`config.mk`:
```
export PLATFORM = sky130hd
export DESIGN_NAME = z80_rel_jump_seq
export DESIGN_NICKNAME = d
export VERILOG_FILES = /design/src/rtl/z80_rel_jump_seq.sv
export SDC_FILE = /design/constraint.sdc
export NUM_CORES = 1
export LEC_CHECK = 0
export CORE_MARGIN = 2
export CORE_UTILIZATION = 42
export CTS_CLUSTER_SIZE = 8
export DETAILED_ROUTE_END_ITERATION = 7
export PLACE_DENSITY_LB_ADDON = 0.12
export SYNTH_ARGS = -nofsm -noshare
export SYNTH_HDL_FRONTEND = slang
export SYNTH_SLANG_ARGS = --single-unit
```
`constraint.sdc`:
```
create_clock -name clk -period 6.1 [get_ports clk]
set_clock_uncertainty 0.05 [all_clocks]
set_input_delay 1.22 -clock clk [delete_from_list [all_inputs] [get_ports clk]]
set_output_delay 1.22 -clock clk [all_outputs]
set_load 0.05 [all_outputs]
```
`src/rtl/z80_rel_jump_seq.sv`:
```
// Z80 relative-jump sequencer: JR e, JR cc,e and (optionally) DJNZ e, one T-state per clock.
// Define Z80_REL_JUMP_SEQ_DJNZ_EN to execute DJNZ (0x10); otherwise it is reported as illegal.
module z80_rel_jump_seq (
    input  logic        clk,
    input  logic        reset,
    input  logic        start,
    input  logic [7:0]  opcode,
    input  logic [15:0] ip_in,
    input  logic [7:0]  f_in,
    input  logic [7:0]  b_in,
    output logic        mem_rd_req,
    output logic [15:0] mem_rd_addr,
    input  logic        mem_rd_ack,
    input  logic [7:0]  mem_rd_data,
    output logic        busy,
    output logic [1:0]  mcyc,
    output logic        done,
    output logic        taken,
    output logic        illegal,
    output logic [15:0] ip_out,
    output logic [7:0]  b_out,
    output logic        b_we,
    output logic [3:0]  tstates
);

    localparam int unsigned CNT_W = 3;

    localparam logic [1:0] MCYC_NONE = 2'd0;
    localparam logic [1:0] MCYC_READ = 2'd1;
    localparam logic [1:0] MCYC_INT  = 2'd2;
    localparam logic [1:0] MCYC_DEC  = 2'd3;

    localparam logic [CNT_W-1:0] READ_MIN   = CNT_W'(3);
    localparam logic [CNT_W-1:0] INT_CYCLES = CNT_W'(5);

    localparam logic [7:0] OP_JR    = 8'h18;
    localparam logic [7:0] OP_JR_NZ = 8'h20;
    localparam logic [7:0] OP_JR_Z  = 8'h28;
    localparam logic [7:0] OP_JR_NC = 8'h30;
    localparam logic [7:0] OP_JR_C  = 8'h38;
`ifdef Z80_REL_JUMP_SEQ_DJNZ_EN
    localparam logic [7:0] OP_DJNZ  = 8'h10;
`endif

`ifdef Z80_REL_JUMP_SEQ_DJNZ_EN
    typedef enum logic [2:0] {IDLE, DEC, READ, INTERNAL, FIN} state_t;
`else
    typedef enum logic [2:0] {IDLE, READ, INTERNAL, FIN} state_t;
`endif

    state_t             state;
    logic [7:0]         op_q;
    logic [15:0]        ip_q;
    logic               z_q;
    logic               c_q;
    logic [7:0]         disp_q;
    logic               got_q;
    logic [CNT_W-1:0]   cnt_q;
    logic [3:0]         tcnt_q;
`ifdef Z80_REL_JUMP_SEQ_DJNZ_EN
    logic [7:0]         b_q;
`endif

    logic               legal_c;
    logic               ack_c;
    logic [7:0]         disp_c;
    logic               cond_c;
    logic [15:0]        target_c;
    logic [15:0]        fall_c;
    logic [3:0]         tnext_c;
    logic               read_exit_c;

    // Only Z and C participate in condition evaluation.
`ifdef Z80_REL_JUMP_SEQ_DJNZ_EN
    logic unused_bits;
    assign unused_bits = ^{f_in[7], f_in[5:1]};
`else
    logic unused_bits;
    assign unused_bits = ^{f_in[7], f_in[5:1], b_in};
`endif

    // Opcode decode, branch condition and next-IP arithmetic.
    always_comb begin
        legal_c     = 1'b0;
        ack_c       = mem_rd_req & mem_rd_ack;
        disp_c      = ack_c ? mem_rd_data : disp_q;
        cond_c      = 1'b0;
        fall_c      = 16'(ip_q + 16'd2);
        target_c    = 16'(fall_c + {{8{disp_c[7]}}, disp_c});
        tnext_c     = (tcnt_q == 4'hF) ? tcnt_q : 4'(tcnt_q + 4'd1);
        read_exit_c = (got_q | ack_c) & (cnt_q >= READ_MIN);

        case (opcode)
            OP_JR, OP_JR_NZ, OP_JR_Z, OP_JR_NC, OP_JR_C: legal_c = 1'b1;
`ifdef Z80_REL_JUMP_SEQ_DJNZ_EN
            OP_DJNZ:                                     legal_c = 1'b1;
`endif
            default:                                     legal_c = 1'b0;
        endcase

        if (op_q == OP_JR) begin
            cond_c = 1'b1;
`ifdef Z80_REL_JUMP_SEQ_DJNZ_EN
        end else if (op_q == OP_DJNZ) begin
            cond_c = (b_q != 8'h01);
`endif
        end else begin
            case (op_q[4:3])
                2'b00:   cond_c = ~z_q;
                2'b01:   cond_c = z_q;
                2'b10:   cond_c = ~c_q;
                default: cond_c = c_q;
            endcase
        end
    end

    // Sequencer state and registered outputs.
    always_ff @(posedge clk) begin
        if (reset) begin
            state       <= IDLE;
            op_q        <= 8'h00;
            ip_q        <= 16'h0000;
            z_q         <= 1'b0;
            c_q         <= 1'b0;
            disp_q      <= 8'h00;
            got_q       <= 1'b0;
            cnt_q       <= '0;
            tcnt_q      <= 4'h0;
`ifdef Z80_REL_JUMP_SEQ_DJNZ_EN
            b_q         <= 8'h00;
`endif
            mem_rd_req  <= 1'b0;
            mem_rd_addr <= 16'h0000;
            busy        <= 1'b0;
            mcyc        <= MCYC_NONE;
            done        <= 1'b0;
            taken       <= 1'b0;
            illegal     <= 1'b0;
            ip_out      <= 16'h0000;
            b_out       <= 8'h00;
            b_we        <= 1'b0;
            tstates     <= 4'h0;
        end else begin
            done    <= 1'b0;
            taken   <= 1'b0;
            illegal <= 1'b0;
            b_we    <= 1'b0;

            case (state)
                IDLE: begin
                    if (start && legal_c) begin
                        op_q        <= opcode;
                        ip_q        <= ip_in;
                        z_q         <= f_in[6];
                        c_q         <= f_in[0];
                        got_q       <= 1'b0;
                        tcnt_q      <= 4'h0;
                        busy        <= 1'b1;
                        mem_rd_addr <= 16'(ip_in + 16'd1);
`ifdef Z80_REL_JUMP_SEQ_DJNZ_EN
                        b_q         <= b_in;
                        if (opcode == OP_DJNZ) begin
                            state <= DEC;
                            mcyc  <= MCYC_DEC;
                            b_we  <= 1'b1;
                            b_out <= 8'(b_in - 8'd1);
                        end else begin
                            state      <= READ;
                            mcyc       <= MCYC_READ;
                            mem_rd_req <= 1'b1;
                            cnt_q      <= CNT_W'(1);
                        end
`else
                        state      <= READ;
                        mcyc       <= MCYC_READ;
                        mem_rd_req <= 1'b1;
                        cnt_q      <= CNT_W'(1);
`endif
                    end else if (start) begin
                        // Unsupported opcode: report immediately, no operand read.
                        state   <= FIN;
                        busy    <= 1'b1;
                        mcyc    <= MCYC_NONE;
                        done    <= 1'b1;
                        illegal <= 1'b1;
                        ip_out  <= ip_in;
                        tstates <= 4'h0;
                    end
                end

`ifdef Z80_REL_JUMP_SEQ_DJNZ_EN
                DEC: begin
                    state      <= READ;
                    mcyc       <= MCYC_READ;
                    mem_rd_req <= 1'b1;
                    cnt_q      <= CNT_W'(1);
                    tcnt_q     <= tnext_c;
                end
`endif

                READ: begin
                    tcnt_q <= tnext_c;
                    if (ack_c) begin
                        mem_rd_req <= 1'b0;
                        disp_q     <= mem_rd_data;
                        got_q      <= 1'b1;
                    end
                    // Minimum three READ T-states; wait states stretch it to the ack cycle.
                    if (read_exit_c) begin
                        if (cond_c) begin
                            state <= INTERNAL;
                            mcyc  <= MCYC_INT;
                            cnt_q <= CNT_W'(1);
                        end else begin
                            state   <= FIN;
                            mcyc    <= MCYC_NONE;
                            done    <= 1'b1;
                            ip_out  <= fall_c;
                            tstates <= tnext_c;
                        end
                    end else if (cnt_q != READ_MIN) begin
                        cnt_q <= CNT_W'(cnt_q + CNT_W'(1));
                    end
                end

                INTERNAL: begin
                    tcnt_q <= tnext_c;
                    if (cnt_q == INT_CYCLES) begin
                        state   <= FIN;
                        mcyc    <= MCYC_NONE;
                        done    <= 1'b1;
                        taken   <= 1'b1;
                        ip_out  <= target_c;
                        tstates <= tnext_c;
                    end else begin
                        cnt_q <= CNT_W'(cnt_q + CNT_W'(1));
                    end
                end

                FIN: begin
                    state <= IDLE;
                    busy  <= 1'b0;
                    mcyc  <= MCYC_NONE;
                end

                default: begin
                    state      <= IDLE;
                    busy       <= 1'b0;
                    mcyc       <= MCYC_NONE;
                    mem_rd_req <= 1'b0;
                end
            endcase
        end
    end

endmodule
```
# Word level (Yosys, flattened, before mapping)
# Index checks and enable logic that the tools add are counted.
# word_totals
inputBits	52
output_inout_bits	52
elab_cells	129
register_bits	88
# classes
muxes	52
n_eq_ne	25
add_sub_neg	5
reduce_logical	19
order_cmp	1
bitwise	9
# op_table
operator	n
16-bit two-way mux	5
16-bit one-hot mux with 3 select lines	1
8-bit by 6-bit equality test with 1-bit output (second input constant)	4
4-bit two-way mux	7
3-bit two-way mux	9
3-bit one-hot mux with 3 select lines	2
16-bit by 1-bit adder with 16-bit output (second input constant)	1
16-bit adder	1
16-bit by 2-bit adder with 16-bit output (second input constant)	1
8-bit by 5-bit equality test with 1-bit output (second input constant)	2
2-bit inequality test (second input constant)	8
1-bit two-way mux	14
4-bit one-hot mux with 3 select lines	1
2-bit two-way mux	5
3-bit inequality test (second input constant)	3
1-bit one-hot mux with 3 select lines	3
3-bit AND reduction	3
8-bit two-way mux	1
4-bit one-hot mux with 2 select lines	1
2-bit OR reduction	4
3-bit by 2-bit equality test with 1-bit output (second input constant)	2
1-bit NOT	6
2-bit one-hot mux with 3 select lines	1
2-bit AND reduction	3
other kinds (20)	23

# Logic depth before layout (Yosys ltp)
# Gate-level depths: netlist of run 1.
# logic_depth
word_depth	6
ltp_mapped	13
depth_no_buf	13

# Worst setup path after synthesis of run 1
# Ideal clock, no wire load.
# synth_timing
kind	input to register
start	in mem_rd_ack
end	reg ip_out[10]
slack_ps	1979
n_path_buf	0
setup_ps	128
stages	11
arrival_time_ps	3943
required_time_ps	5922
cell_sequence	nand2_1 > mux2_2 > ha_1 > fa_1 > a21oi_1 > o22ai_1 > a311oi_1 > o21ai_0 > xor2_1 > a221oi_1 > o41ai_2
# synth_between
elab_chain_cells	5
word_cells_on_any_way	9
classes_between	add/sub (1); eq/ne (1); mux (3); bitwise (3); reduce/logical (1)
# synth_lines
item	line	text
from (decl)	13	input logic mem_rd_ack,
1-bit AND	85	ack_c = mem_rd_req & mem_rd_ack;
8-bit two-way mux	--	
net disp_c[0]	66	logic [7:0] disp_c;
16-bit adder	89	target_c = 16'(fall_c + {{8{disp_c[7]}}, disp_c});
16-bit two-way mux	228	if (cnt_q == INT_CYCLES) begin
16-bit one-hot mux with 3 select lines	149	case (state)
to (signal assigned)	186	ip_out <= ip_in;
to (signal assigned)	218	ip_out <= fall_c;
to (signal assigned)	233	ip_out <= target_c;
to (decl)	20	output logic [15:0] ip_out,
# The timed path passes the listed nets, and every way through them passes these cells. The select of a mux whose other input is x is not followed.
# A chain may end at the register's enable or synchronous reset.

# Final worst setup path of run 1
# Same ends and word-level chain as after synthesis.

==> metrics.md, run 1 <==
| Metric | Value |
|---|---|
| Post-Synth XOR/XNOR Area | 6.63% |
| CP endpoint kind | register |
| Total Power | roughly 2.2 mW |
| Buffers on Ports | 80 |
| Antenna Cells | 0 |
| Die ar. | 12800 µm² |
| Worst-case clock buffer depth | 2 |
| PD cells | 360 nW/µm² |
| Largest net degree at the start of global routing | 56 |
| Crit share post-route | roughly 80% |
| Final worst slack | 1.22 ns |
| Post-DP HPWL | 9.50 mm |
| Die Span X | 113 µm |
| Post-CTS resize count | 0 |
| GRT Util Overall | 21.5% |
| Wire length per cell | 16.1 µm |
| Iter 0 DRT Violations | 256 |
| Standard-cell rows | 39 |
| VDD IR max | 0.303 mV |
| Share of cells above drive strength 1 | between 5 and 6% |
| Final setup violation count | 0 |
| Ys async rst share | 0% |
| Vias in the first global route | 4544 |
| Max-Cap Viols | 0 |
| Root Buffer Master | clkbuf_16 |
| Top-Level Pins | 104 |
| Leading area contributor after synthesis | dfxtp_1 |
| Setup Crit Path Kind | input pin to register |
| Setup Buffers After CTS | 0 |
| Most common flop cell mapped by yosys | dfxtp_1 |
| Mapped Area | 5020 µm² |
| Hold Path End | ip_out[5] |
| Post-route DRC | 0 |
| Type of the worst min-delay path | register to register |
| CP Launch Type | input pin |
| Post-synthesis sequential area ratio | 34.7% |
| Synth unique cells | 56 |
| Quantity of hold-fixing buffers added after cts | 0 |
| Core Footprint | ~12000 µm² |
| CTS sink cnt | 87 |
| #FFs+latches synth | just under 90 |
| Endpoint arrival time on the critical path | 5.05 ns |
| Grt ovf | 0 |
| Yosys Warn Count | 0 |
| Finished Core Util | a little over half |
| Largest family of logic cells by synthesized area | simple AND/OR/NAND/NOR gates |
| Initial antenna violation count | 0 |
| Simple-Gate Fraction of Synth Area | 22.1% |
| Initial Util | 43.4% |
| Post-Synthesis Cells | around 630 |
| Min Tclk post-route | 4.88 ns |
| Post-DRT Antenna Nets | 0 |
| Clk_lat worst skew | 0.35 ns |
| Hold Path Depth | 2 |
| Cell count of the worst reg-to-reg path | 11 |
| Fin nets | between 700 and 800 |
| Setup TNS | 0 ns |
| Area grow syn2layout | 22.0% |
| DRT Wirelength | about 13 mm |
| Pre-CTS setup slack | about 0.9 ns |
| Status | complete, no violations |
| Post-synth EDFFs | 0 |
| Max Freq | 0.205 GHz |
| Adder-cell share of the synthesized area | ~6.9% |
| TritonCTS buffer count | 9 |
| Chip height | 113 µm |
| RSZ-0062 raised after global routing | false |
| Pre-antenna DRT Iters | 5 |
| Worst r2r src | mem_rd_req |
| WHS | around 0.40 ns |
| Slew Viols, Final | 0 |
| Synth area leaders | dfxtp_1, ha_1, nand2_1 |
| Lkg Pwr | 2.29 nW |
| Hold Vio Cnt, Final | 0 |
| RR Endpoint | ip_out[10] |
| Top-area cell type share of the netlist area | between 30% and 40% |
| CTS tree | yes |
| Beginning of the worst hold path | ip_out[5] |
| Crit path required time | roughly 6.3 ns |
| Slew @ Worst Pin | approximately 0.9 ns |
| GP Congestion | 0.875 |
| Via count | 4625 |
| Post-synthesis compound-gate area fraction | approximately a fifth |
| CTS H-tree lvls | 3 |
| CP max FO | 10 |
| Reg2reg setup slack | 2.23 ns |
| Mean Syn Cell Area | 7.96 µm² |
| Number of vias per cell | 5.51 |
| Multiplexer area fraction after synthesis | 5.18% |
| CTS clk-pin slew, worst paths | ~0.060 ns |
| Slew headroom | 40.3% |
| Global-route wire length before repair | 22.2 mm |
-- through the flow --
step	cells	cell area, µm²
global placement	823	5850
finish	839	6130
detailed placement	823	5850
global route	839	6130
CTS	839	6130
floorplan	639	5050
-- worst max-delay path, stage by stage --
cell and delay (ns):
clkdlybuf4s50_1 0.47, nand2_1 0.36, mux2_2 0.40, ha_1 0.21
fa_1 0.44, a21oi_1 0.21, o22ai_1 0.12, a311oi_1 0.56
o21ai_0 0.32, xor2_1 0.21, a221oi_1 0.39, o41ai_2 0.12
-- power by group --
group | leakage [nW] | internal, mW | switching [mW] | total, mW
clock | 0.136 | 0.276 | 0.239 | 0.515
combinational | 1.45 | 0.346 | 0.668 | 1.01
sequential | 0.705 | 0.632 | 0.0442 | 0.676
-- how the worst max path moves through the flow --
stage / startpoint / to / cells after the start
final: mem_rd_ack / ip_out[10] / 12
after CTS: mem_rd_ack / ip_out[10] / 12
after global placement: mem_rd_ack / ip_out[10] / 12
after detailed placement: mem_rd_ack / ip_out[10] / 12
after global routing: mem_rd_ack / ip_out[10] / 12
after floorplan: mem_rd_ack / ip_out[10] / 11
-- layer usage --
metal | up-vias | track usage (%) | wire length [µm]
met5 | - | 0 | 0
met4 | 0 | 9.51 | 352
met3 | 18 | 4.23 | 693
met2 | 112 | 34.7 | 6100
met1 | 2172 | 27.8 | 6350
li1 | 2323 | - | -
-- synth_stat cells, drive strengths merged, types with 4 or more instances --
library cell  number
a31oi              4
a211oi            24
nand3b             6
clkbuf            23
and2               5
nor2              81
a221oi            10
a21oi             61
o21ai             17
dfxtp             87
ha                26
o41ai              4
nand3             23
mux2i             17
or3                6
xnor2             22
inv               15
nor3              16
and3              10
nand2             85
a21o               4
mux2               8
buf               21
xor2              16
nand4              4
-- flip-flops by register name, indices dropped and copies added (netlist names) --
| name | count |
|---|---|
| ip_out | 16 |
| ip_q | 16 |
| mem_rd_addr | 16 |
| disp_q | 8 |
| op_q | 8 |
| tcnt_q | 4 |
| tstates | 4 |
| cnt_q | 3 |
| mcyc | 2 |
| state | 2 |
| busy | 1 |
| c_q | 1 |
| done | 1 |
| got_q | 1 |
| illegal | 1 |
| mem_rd_req | 1 |
| taken | 1 |
| z_q | 1 |
-- area by class of cell --
cell class | instances | area (µm²)
multi-input cells | 492 | 3040
clock buffers | 9 | 225
fillers | 1129 | 5440
flip-flops and latches | 87 | 1740
well taps | 143 | 179
clock inverters | 7 | 48.8
inverters | 16 | 60.1
repair buffers | 85 | 833
-- logic make-up after synthesis --
family                   after synthesis
AO/OA/AOI/OAI                        145
XOR/XNOR                              38
adder cells (fa/ha/maj)               27
buffers and inverters                 60
flip-flops                            87
multiplexers                          25
other                                  1
AND/OR/NAND/NOR                      248
-- cell usage in the layout, fill, tap and decap left out, types with 3 or more instances in the layout --
cell type,instances
mux2i_1,17
conb_1,9
nor2_1,81
o41ai_2,4
nor3_1,16
a31oi_1,4
clkbuf_16,9
mux2_2,8
nand2_1,85
a211oi_1,24
nor4_1,3
buf_4,5
a21oi_1,60
a21o_1,4
and3_1,9
dfxtp_1,87
xnor2_1,22
o21a_1,3
clkdlybuf4s50_1,79
and2_1,5
a221oi_1,10
or3_1,6
nand3_1,23
xor2_1,16
nand3b_1,6
o31ai_1,3
o21ai_0,16
clkinv_2,3
inv_1,15
ha_1,26
nand4_1,4
No activity file was read; power rests on OpenSTA's default activity.
==> inputs of run 2 (changes only) <==
- clock period: 6.1 -> 5.1 ns (I/O delays scaled with it)
==> run 2 against run 1 <==
Worst setup slack worse by 0.36 ns. Sequential power up 20%. First-iteration DRC count up 4.7%. Non-clock buffer count up 4. Worst hold slack worse by 0.0022 ns. Combinational power up 22%. Global-route usage up 0.62 points. Critical path depth unchanged. Via count up 2.3%. Clock power up 39%. Die area unchanged. Total power up 25%. Critical path type unchanged. Highest routed layer unchanged.
==> metrics.md, run 2 (synthesized netlist as in run 1, its figures left out) <==
| Metric | Value |
|---|---|
| Global-route wire length before repair | 22.7 mm (was 22.2 mm) |
| Pre-antenna DRT Iters | 5 (unchanged) |
| M2 GR Usage | 34.8% (was 34.7%) |
| Fin nets | 774 (was 770) |
| Area of the multi-input gates | 3040 µm² (unchanged) |
| Worst r2r src | mem_rd_req (unchanged) |
| Initial antenna violation count | 0 (unchanged) |
| Slew Viols, Final | 0 (unchanged) |
| Grt ovf | 0 (unchanged) |
| Lkg Pwr | 2.34 nW (was 2.29 nW) |
| Post-DRT Antenna Nets | 0 (unchanged) |
| RSZ-0062 raised after global routing | false (unchanged) |
| PD cells | 445 nW/µm² (was 360 nW/µm²) |
| Standard-cell rows | 39 (unchanged) |
| Buffers on Ports | 80 (unchanged) |
| Post-DP HPWL | 9.81 mm (was 9.50 mm) |
| Area of placed instances | 5880 µm² (was 5850 µm²) |
| Hold Path Depth | 2 (unchanged) |
| Iter 0 DRT Violations | 268 (was 256) |
| Largest regs | ip_out x16, ip_q x16, mem_rd_addr x16 (unchanged) |
| Total Power | 2.76 mW (was 2.21 mW) |
| Die ar. | 12800 µm² (unchanged) |
| Root Buffer Master | clkbuf_16 (unchanged) |
| Core Footprint | 11600 µm² (unchanged) |
| Pre-CTS setup slack | 0.574 ns (was 0.903 ns) |
| Met1 Use GR | 29.6% (was 27.8%) |
| Final worst slack | 0.860 ns (was 1.22 ns) |
| Wire length per cell | 16.2 µm (was 16.1 µm) |
| VDD IR max | 0.321 mV (was 0.303 mV) |
| Via count | 4731 (was 4625) |
| Commonest non-fill, non-tap cell in the layout | dfxtp_1 (unchanged) |
| Crit path required time | 5.27 ns (was 6.26 ns) |
| Die Span X | 113 µm (unchanged) |
| Final setup violation count | 0 (unchanged) |
| Max-Cap Viols | 0 (unchanged) |
| Status | complete, no violations (unchanged) |
| Endpoint arrival time on the critical path | 4.41 ns (was 5.05 ns) |
| CTS sink cnt | 87 (unchanged) |
| Chip height | 113 µm (unchanged) |
| Hold Path End | ip_out[5] (unchanged) |
| Antenna Cells | 0 (unchanged) |
| Worst-case clock buffer depth | 2 (unchanged) |
| CP max FO | 7 (was 10) |
| RR Endpoint | ip_out[10] (unchanged) |
| Fillers | 1114 (was 1129) |
| DRT Wirelength | 13.7 mm (was 13.5 mm) |
| Type of the worst min-delay path | register to register (unchanged) |
| Initial Util | 43.4% (unchanged) |
| CTS H-tree lvls | 3 (unchanged) |
| Most frequent cells in the layout | dfxtp_1, nand2_1, nor2_1 (unchanged) |
| Busiest grt layer | met2 (unchanged) |
| Slew @ Worst Pin | 0.857 ns (was 0.896 ns) |
| TritonCTS buffer count | 9 (unchanged) |
| Slew headroom | 42.9% (was 40.3%) |
| Reg2reg setup slack | 1.66 ns (was 2.23 ns) |
| Setup TNS | 0 ns (unchanged) |
| GRT Util Overall | 22.1% (was 21.5%) |
| CP Launch Type | input pin (unchanged) |
| Cell count of the worst reg-to-reg path | 11 (unchanged) |
| Max Freq | 0.236 GHz |
| Crit share post-route | between 80% and 90% |
| Number of vias per cell | 5.61 (was 5.51) |
| Quantity of hold-fixing buffers added after cts | 0 (unchanged) |
| CTS tree | yes (unchanged) |
| Min Tclk post-route | 4.24 ns |
| Setup Buffers After CTS | 0 (unchanged) |
| Top-Level Pins | 104 (unchanged) |
| Post-CTS resize count | 0 (unchanged) |
| Beginning of the worst hold path | ip_out[5] (unchanged) |
| Largest net degree at the start of global routing | 46 (was 56) |
| Met3 Resource Use GR | 3.54% (was 4.23%) |
| Hold Vio Cnt, Final | 0 (unchanged) |
| CTS clk-pin slew, worst paths | 0.07 ns (was 0.06 ns) |
| Area grow syn2layout | 23.5% (was 22.0%) |
| GP Congestion | 0.893 (was 0.875) |
| Post-route DRC | 0 (unchanged) |
| Vias in the first global route | 4566 (was 4544) |
| CP endpoint kind | register (unchanged) |
| Share of cells above drive strength 1 | 6.00% (was 5.46%) |
| Post-route cell area | 6200 µm² (was 6130 µm²) |
| Clk_lat worst skew | 0.35 ns (about the same) |
| FF/Latch Area | 1740 µm² (unchanged) |
| Setup Crit Path Kind | input pin to register (unchanged) |
[run 2: cell types whose count changed in the layout (fill, tap and decap cells not counted)]
cell / change
bufinv_16: +2
clkinvlp_4: -1
clkinv_2: -1
buf_4: +4
[run 2: worst max-delay path by stage]
stage | slack, ns | cells after the start | end | from
5_1_grt | 0.65 | 12 | ip_out[10] | mem_rd_ack
3_5_place_dp | 0.57 | 12 | ip_out[10] | mem_rd_ack
6_report | 0.86 | 12 | ip_out[10] | mem_rd_ack
4_1_cts | 0.91 | 12 | ip_out[10] | mem_rd_ack
2_1_floorplan | 1.18 | 11 | ip_out[10] | mem_rd_ack
3_3_place_gp | 0.60 | 12 | ip_out[10] | mem_rd_ack
[run 2: worst max-delay path, cell delays in order]
cell and delay [ns]:
clkdlybuf4s50_1 0.46, nand2_1 0.18, buf_4 0.20, mux2_2 0.38, fa_1 0.46, a21oi_1 0.20
o22ai_1 0.12, a311oi_1 0.38, o21ai_0 0.26, xor2_1 0.20, a221oi_1 0.40, o41ai_2 0.12
[run 2: stage by stage]
| stage | utilization (%) | instances | hold WS, ns |
|---|---|---|---|
| final | 53.6 | 843 | 0.399 |
| after global routing | 53.6 | 843 | 0.420 |
| after CTS | 53.6 | 843 | 0.402 |
| after detailed placement | 50.9 | 827 | 0.386 |
| after global placement | 50.9 | 827 | 0.385 |
| after floorplan | - | 639 | 0.371 |
[run 2: final cells by class]
type,count,share of cell area [%]
inverter,16,0.968
timing repair buffer,89,13.9
multi-input combinational,492,49.0
sequential,87,28.1
clock inverter,7,1.55
tap,143,2.88
clock buffer,9,3.63
[run 2: per-layer routing]
metal  up-vias  part of all wire [%]  wire [µm]
li1       2339                     -          -
met1      2233                    44       6080
met2       138                    47       6390
met3        21                   6.2        853
met4         0                   2.5        342
met5         -                     0          0
[run 2: where the power goes]
group	switching (mW)	internal [mW]
Clock	0.288	0.431
Combinational	0.812	0.420
Sequential	0.0545	0.756
Total	1.15	1.61
==> inputs of run 3 (changes only) <==
- clock period: 5.1 -> 3.8 ns (I/O delays scaled with it)
==> run 3 against run 2 <==
Sequential share of layout area shrank 1.1 points. Count of clock-buffer cells in the layout is the same. Design area grew 4.1%. Wire length shrank 0.67%. Worst setup slack lost 0.74 ns. Sequential cell count is the same. Sequential power grew 33%. Global-route usage shrank 0.35 points.
==> metrics.md, run 3 (synthesized netlist as in run 1, its figures left out) <==
| Metric | Value |
|---|---|
| Status | complete, no violations (unchanged) |
| Fin nets | 808 (was 774) |
| Worst-case clock buffer depth | 2 (unchanged) |
| GRT Util Overall | 21.7% (was 22.1%) |
| Power Internal | 2.20 mW (was 1.61 mW) |
| Post-DP HPWL | 10.1 mm (was 9.81 mm) |
| Area grow syn2layout | 28.7% (was 23.5%) |
| Via count | 4779 (was 4731) |
| Die Span X | 113 µm (unchanged) |
| Share of cells above drive strength 1 | 11.0% (was 6.00%) |
| Wire length per cell | 15.5 µm (was 16.2 µm) |
| Sw Share | 41.8% (about the same) |
| CTS sink cnt | 87 (unchanged) |
| Psw | 1.57 mW (was 1.15 mW) |
| Worst r2r src | mem_rd_req (unchanged) |
| Cell count of the worst reg-to-reg path | 11 (unchanged) |
| Type of the worst min-delay path | register to register (unchanged) |
| Clock power frac | 24.2% (was 26.0%) |
| GP Congestion | 0.903 (was 0.893) |
| Setup Crit Path Kind | input pin to register (unchanged) |
| Initial antenna violation count | 0 (unchanged) |
| Pre-antenna DRT Iters | 5 (unchanged) |
| Total Power | 3.77 mW (was 2.76 mW) |
| Chip height | 113 µm (unchanged) |
| Post-route DRC | 0 (unchanged) |
| CTS clk-pin slew, worst paths | 0.07 ns (about the same) |
| CP endpoint kind | register (unchanged) |
| Largest regs | ip_out x16, ip_q x16, mem_rd_addr x16 (unchanged) |
| Met2 WL | 6.35 mm (was 6.39 mm) |
| Fillers | 1094 (was 1114) |
| VDD IR max | 0.422 mV (was 0.321 mV) |
| Reg2reg setup slack | 0.62 ns (was 1.66 ns) |
| CTS tree | yes (unchanged) |
| Beginning of the worst hold path | op_q[1] (was ip_out[5]) |
| Final setup violation count | 0 (unchanged) |
| Crit path to | ip_out[10] (unchanged) |
| PD cells | 584 nW/µm² (was 445 nW/µm²) |
| Clk_lat worst skew | 0.35 ns (about the same) |
| Iter 0 DRT Violations | 267 (was 268) |
| Top-Level Pins | 104 (unchanged) |
| Finished Core Util | 55.9% (was 53.6%) |
| Number of vias per cell | 5.45 (was 5.61) |
| Hold Path Depth | 1 (was 2) |
| Crit share post-route | 97.0% |
| Global-route wire length before repair | 22.3 mm (was 22.7 mm) |
| Antenna Cells | 0 (unchanged) |
| Routed wl met3 | 535 µm (was 853 µm) |
| Most frequent cells in the layout | dfxtp_1, nand2_1, nor2_1 (unchanged) |
| Gate power share | 47.0% (was 44.6%) |
| Initial Util | 43.4% (unchanged) |
| Setup TNS | 0 ns (unchanged) |
| Largest net degree at the start of global routing | 41 (was 46) |
| RR Endpoint | ip_out[10] (unchanged) |
| Max-Cap Viols | 0 (unchanged) |
| CP max FO | 3 (was 7) |
| Sequential share of power | 28.8% (was 29.4%) |
| Buffers on Ports | 80 (unchanged) |
| WL met1 | 6.38 mm (was 6.08 mm) |
| FF/Latch Area | 1740 µm² (unchanged) |
| Min Tclk post-route | 3.68 ns |
| Grt ovf | 0 (unchanged) |
| Crit path required time | 3.98 ns (was 5.27 ns) |
| Slew @ Worst Pin | 0.670 ns (was 0.857 ns) |
| Uppermost layer routed | met4 (unchanged) |
| Lkg Pwr | 2.49 nW (was 2.34 nW) |
| Die ar. | 12800 µm² (unchanged) |
| Root Buffer Master | clkbuf_16 (unchanged) |
| Vias in the first global route | 4499 (was 4566) |
| Post-DRT Antenna Nets | 0 (unchanged) |
| CTS H-tree lvls | 3 (unchanged) |
| Core Footprint | 11600 µm² (unchanged) |
| Area of the multi-input gates | 3060 µm² (was 3040 µm²) |
| Slew headroom | 55.0% (was 42.9%) |
| Commonest non-fill, non-tap cell in the layout | dfxtp_1 (unchanged) |
| Placed Instances | 861 (was 827) |
| Max Freq | 0.271 GHz |
| CP Launch Type | input pin (unchanged) |
| Slew Viols, Final | 0 (unchanged) |
| Non-filler instance count after layout | 877 (was 843) |
| Endpoint arrival time on the critical path | 3.86 ns (was 4.41 ns) |
| Hold Vio Cnt, Final | 0 (unchanged) |
| Setup crit start | mem_rd_ack (unchanged) |
| TritonCTS buffer count | 9 (unchanged) |
| DRT Wirelength | 13.6 mm (was 13.7 mm) |
| Standard-cell rows | 39 (unchanged) |
==> run 3: changes by cell type in the layout (fill, tap and decap cells not counted), sizes merged <==
cell and change:
buf +34, inv +2, bufinv -1, clkinv -2, clkinvlp +1
==> run 3: what timing repair did <==
action | in CTS | in global routing
setup buffers | 0 | 0
hold buffers | 0 | 0
endpoints found under the setup margin | 0 | 5
gates resized for setup | 0 | 6
==> run 3: power groups by stage <==
stage                     registers, mW  clock network (mW)  logic [mW]
after global placement             1.10                   0        1.73
final                              1.08               0.914        1.77
after global routing               1.10               0.972        1.94
after floorplan                    1.35                   0       0.961
after CTS                          1.08               0.932        1.77
after detailed placement           1.10                   0        1.76
==> run 3: how the worst min path moves through the flow <==
stage | to | slack (ns)
2_1_floorplan | op_q[1] | 0.37
6_report | op_q[1] | 0.40
5_1_grt | op_q[2] | 0.43
3_5_place_dp | op_q[1] | 0.39
4_1_cts | ip_out[5] | 0.40
3_3_place_gp | op_q[1] | 0.39
==> run 3: area by class of cell <==
| type | instances | share of cell area, % |
|---|---|---|
| inverter | 16 | 0.930 |
| clock buffer | 9 | 3.49 |
| sequential | 87 | 27.0 |
| clock inverter | 7 | 1.20 |
| timing repair buffer | 123 | 17.3 |
| tap | 143 | 2.77 |
| multi-input combinational | 492 | 47.3 |
==> run 3: per-stage QoR <==
step                      setup WS [ns]  hold WS (ns)  cell area (µm²)
after floorplan                   0.131         0.371             5050
after global placement           -0.274         0.386             6140
after detailed placement         -0.344         0.388             6140
after CTS                        0.0181         0.402             6440
after global routing           -0.00677         0.433             6460
final                             0.116         0.398             6460
==> run 3: worst max-delay path: stages <==
cell             delay (ns)
clkdlybuf4s50_1        0.43
nand2_1                0.13
mux2_2                 0.36
ha_1                   0.21
fa_1                   0.41
a21oi_1                0.26
o22ai_1                0.15
a311oi_2               0.37
o21ai_1                0.18
xor2_1                 0.17
a221oi_1               0.31
o41ai_2                0.11
==> run 3: metal layers <==
metal / global-route usage (%) / vias up
met5: 0 / -
met4: 8.54 / 0
met3: 3.48 / 20
met2: 35.2 / 104
met1: 29.0 / 2244
li1: - / 2411
